File: config.mk
export PLATFORM = sky130hd
export DESIGN_NAME = rf_write_ctrl
export DESIGN_NICKNAME = d
export VERILOG_FILES = /design/src/rtl/rf_write_ctrl.sv
export SDC_FILE = /design/constraint.sdc
export NUM_CORES = 1
export LEC_CHECK = 0
export BUFFER_PORTS_ARGS = -buffer_cell sky130_fd_sc_hd__buf_2
export CAP_MARGIN = 20
export CORE_ASPECT_RATIO = 1.75
export CORE_MARGIN = 5
export CORE_UTILIZATION = 50
export CTS_CLUSTER_SIZE = 10
export DETAILED_ROUTE_END_ITERATION = 8
export HOLD_SLACK_MARGIN = 0.05
export MAX_ROUTING_LAYER = met4
export PLACE_DENSITY = 0.86
export SKIP_LAST_GASP = 1
export SLEW_MARGIN = 20
export SYNTH_ARGS = -nofsm -noshare
export SYNTH_HDL_FRONTEND = slang
export SYNTH_SLANG_ARGS = --single-unit
File: constraint.sdc
create_clock -name clk -period 2.6 [get_ports clk]
set_clock_uncertainty 0.2 [all_clocks]
set_input_delay 0.13 -clock clk [delete_from_list [all_inputs] [get_ports clk]]
set_output_delay 0.13 -clock clk [all_outputs]
set_load 0.02 [all_outputs]
File: src/rtl/rf_write_ctrl.sv
// Write-port controller for a 32 x 32 register file: arbitrates two requesters (ALU, load) and sweep-clears after reset.
// Latency 1 (registered WR_LOAD/WR_DATA); one write per cycle, readiness combinational from VALIDs, low during INIT.
module rf_write_ctrl #(
    parameter bit CLEAR_ON_RESET = 1'b1
) (
    input  logic        clk,
    input  logic        rst_n,
    input  logic        a_valid_i,
    input  logic [4:0]  a_addr_i,
    input  logic [31:0] a_data_i,
    output logic        a_ready_o,
    input  logic        b_valid_i,
    input  logic [4:0]  b_addr_i,
    input  logic [31:0] b_data_i,
    output logic        b_ready_o,
    output logic [31:0] wr_load_o,
    output logic [31:0] wr_data_o,
    output logic        init_done_o
);

    typedef enum logic {S_INIT, S_RUN} state_e;

    state_e      state_q, state_d;
    logic [4:0]  cnt_q, cnt_d;
    logic        ptr_q, ptr_d;          // 0 = A has priority, 1 = B
    logic [31:0] wr_load_q, wr_load_d;
    logic [31:0] wr_data_q, wr_data_d;
    logic        init_done_q, init_done_d;

    always_comb begin
        state_d     = state_q;
        cnt_d       = cnt_q;
        ptr_d       = ptr_q;
        wr_load_d   = '0;
        wr_data_d   = wr_data_q;
        init_done_d = init_done_q;
        a_ready_o   = 1'b0;
        b_ready_o   = 1'b0;

        if (state_q == S_INIT) begin
            if (CLEAR_ON_RESET) begin
                wr_load_d = 32'd1 << cnt_q;
                wr_data_d = '0;
                if (cnt_q == 5'd31) begin
                    state_d     = S_RUN;
                    init_done_d = 1'b1;
                end else begin
                    cnt_d = cnt_q + 5'd1;
                end
            end else begin
                state_d     = S_RUN;
                init_done_d = 1'b1;
            end
        end else begin
            a_ready_o = a_valid_i & (~b_valid_i | ~ptr_q);
            b_ready_o = b_valid_i & (~a_valid_i | ptr_q);
            // r0 is hard-wired zero: accept the write but never load it
            if (a_ready_o) begin
                wr_load_d = (a_addr_i == 5'd0) ? 32'd0 : (32'd1 << a_addr_i);
                wr_data_d = a_data_i;
            end else if (b_ready_o) begin
                wr_load_d = (b_addr_i == 5'd0) ? 32'd0 : (32'd1 << b_addr_i);
                wr_data_d = b_data_i;
            end
            if (a_valid_i && b_valid_i) begin
                ptr_d = a_ready_o;
            end
        end
    end

    always_ff @(posedge clk or negedge rst_n) begin
        if (!rst_n) begin
            state_q     <= S_INIT;
            cnt_q       <= '0;
            ptr_q       <= 1'b0;
            wr_load_q   <= '0;
            wr_data_q   <= '0;
            init_done_q <= 1'b0;
        end else begin
            state_q     <= state_d;
            cnt_q       <= cnt_d;
            ptr_q       <= ptr_d;
            wr_load_q   <= wr_load_d;
            wr_data_q   <= wr_data_d;
            init_done_q <= init_done_d;
        end
    end

    assign wr_load_o   = wr_load_q;
    assign wr_data_o   = wr_data_q;
    assign init_done_o = init_done_q;

endmodule

==> results.toml <==
[detailed_routing]
firstDrtPassIters = 7
routed_wirelength_mm = 15.2
wl_per_cell_um = 22.1
viasPerCell = 6.29
drt_iter0_drc = 533
postRouteAntennaNets = 0
vias = 4331
drc_errors = 0

[logic_synthesis]
netlist_area_sq_mm = 0.00391
synth_edf_count = 0
avgSynthCellArea_sq_um = 9.91
yosys-top-cells-area = "dfrtp_1 (46%), nand3_1 (14%), nand2b_1 (5.3%), a2bb2oi_1 (4.9%), a2bb2oi_2 (3.8%)"
synth_cell_types = 39
synth_nets = 480
yosysWarnings = 0
async_flop_share_pct = 100
syn_inst = 395
ys_ff_latch = 72
ys_seq_area_share_pct = 46.1
synth_top_area_share_pct = 46.1
synth_flop_cell = "dfrtp_1"
synth_top_area_cell = "dfrtp_1"

[placed_design]
place_congestion = 0.928
place_hpwl_mm = 8.68
place_ws_ps = 517
dp_cells = 600
portBuffers = 144

[grt]
grt_pass1_wl_mm = 23.7
antenna_found_initial = 0
track_usage_pct = 31.5
overflow = 0
grt_max_degree = 73
grt_pass1_vias = 4478

[clocking]
cts_root_buffer = "clkbuf_16"
cts.sinks = 72
cts_buffer_depth = 2
tritoncts = "yes"
clock_latency_ps = 330
htree_levels = 3
cts.clk_slew.worst_paths_ps = 70
cts_buffers = 9

[pwr]
p_per_area_mw_per_mm2 = 636
p_leak_uw = 0.00267
peakVddDrop_mv = 0.324

[layout]
syn2layout_area_growth_pct = 44.1
n_antenna_cell = 0
drive_gt1_share_pct = 31.4
final_cells = 689
nets = 681
final_core_util_pct = 74.0
fill_cells = 473

[setup_path]
crit_top_cell = "dlygate4sd3_1"
crit_path_max_incr_delay_ps = 670
critPathKind = "input port to flop"
worstSetupStartpointType = "input port"
crit_chain = "dlygate4sd3_1 > buf_2 > a21bo_2 > nand3_1 > a2bb2oi_2 > dlygate4sd3_1"
slowest_stage = "a21bo_2"
end_kind = "flop"
critical_path_arrival_ps = 2530
required_ps = 2650
path_max_fanout = 33

[status]
outcome = "finished clean"

[sta]
rsz0062_at_grt = "false"
setup_tns_ps = 0
hold_viol_final = 0
period_needed_ps = 2480
finalSetupViolations = 0
fin_crit_sh_pct = 95.3
slew_headroom_pct = 52.3
fmax_ghz = 0.404
slew_violations = 0
worst_slew_pin_slew_ps = 715
layout_setup_ws_ps = 122

[floorplanning]
fp-row-count = 42
start_util_pct = 51.3
design.portCount = 145
die_area_sq_mm = 0.00976
die_w_um = 76.9
die_h_um = 127
core_sq_mm = 0.00762

[flow_run]
maxCapViolCount = 0

[hold_path]
hold_class = "input port to flop"
==> stage by stage <==
stage               instance area (sq um)  hold slack, ps  power [uW]
floorplan                            3910            -366        1880
global placement                     4640           -18.4        2150
detailed placement                   4640           -17.8        2180
CTS                                  5640            52.6        3500
global route                         5640             106        3690
finish                               5640            77.8        3580
==> power breakdown <==
part	internal [uW]	switching, uW
Combinational	510	580
Sequential	1250	99.6
Clock	670	478
Total	2430	1160
==> final timing paths <==
path | start | end | slack [ps] | cells after the start
max reg2reg | ptr_q | wr_data_o[8] | 220 | 4
min in group asynchronous | rst_n | wr_data_o[4] | 140 | 3
max in group asynchronous | rst_n | state_q | 1720 | 3
max | a_valid_i | wr_data_o[8] | 120 | 6
min | a_addr_i[2] | wr_load_o[9] | 80 | 4
min reg2reg | init_done_o | init_done_o | 320 | 1
==> cell families after synthesis <==
kind of cell / synth area share, %
buffers and inverters: 6.01
muxes: 0.288
DFF: 46.1
and+or+nand+nor: 28.4
adders and majority gates: 2.24
AOI/OAI and AO/OA: 16.3
xor gates and xnor gates: 0.672
==> final cells by class <==
| type | count | area [sq um] | area share [%] |
|---|---|---|---|
| repair buffers | 228 | 1550 | 27.4 |
| flip-flops and latches | 72 | 1800 | 32.0 |
| inverters | 7 | 26.3 | 0.466 |
| multi-input cells | 278 | 1880 | 33.4 |
| well taps | 88 | 110 | 1.95 |
| clock inverters | 3 | 17.5 | 0.311 |
| clock buffers | 13 | 250 | 4.44 |
==> state kept, by name, summed over array words and instances (netlist names) <==
name and flops:
wr_data_o 32, wr_load_o 32, state_q 1, ptr_q 1
init_done_o 1, cnt_q 5
==> metal layers <==
layer / routed length (um) / up-vias / global-route usage (%)
met3: 1220 / 81 / 6.41
met1: 5100 / 2055 / 33.5
li1: - / 1864 / -
met2: 8010 / 331 / 53.6
met5: 0 / - / -
met4: 875 / 0 / 17.9
==> timing repair <==
item	4_1_cts	5_1_grt
endpoints found under the hold margin	112	0
hold buffers	73	0
setup buffers	0	0
resized for setup	0	0
==> placed cells by master (no fill, tap or decap), types with 2 or more instances in the layout <==
cell type,synthesis,final
nand4_1,7,7
xnor2_1,3,3
nor2b_1,8,8
dlygate4sd3_1,0,73
o221ai_1,12,12
nand4b_1,2,2
inv_1,6,6
nor2_1,6,6
and4bb_2,3,3
clkinv_2,0,2
dfrtp_1,72,71
nand2b_1,33,33
clkbuf_16,0,9
o211ai_1,19,19
buf_4,3,10
clkbuf_1,9,3
nand2_1,15,15
a2bb2oi_1,22,22
and4b_1,2,2
nand3_1,110,110
o21ai_0,2,2
nand4b_2,2,2
buf_2,20,144
a2bb2oi_2,10,10
ha_1,7,7
and3_1,2,2
==> synthesized netlist by cell type (all sizes together) (2+ instances only) <==
library cell,n
nand3,110
dfrtp,72
nand2b,33
a2bb2oi,32
buf,29
o211ai,19
nand2,15
o221ai,12
clkbuf,9
nand4,8
nor2b,8
ha,7
inv,7
nor2,6
nand4b,4
and4bb,3
xnor2,3
and3,2
and4b,2
o21ai,2
==> critical path, delay by kind of cell <==
kind | cells | cell delay [ps]
simple gates | 1 | 210
buf+inv | 3 | 1380
compound gates | 2 | 820
Power figures use the tool's default switching activity.
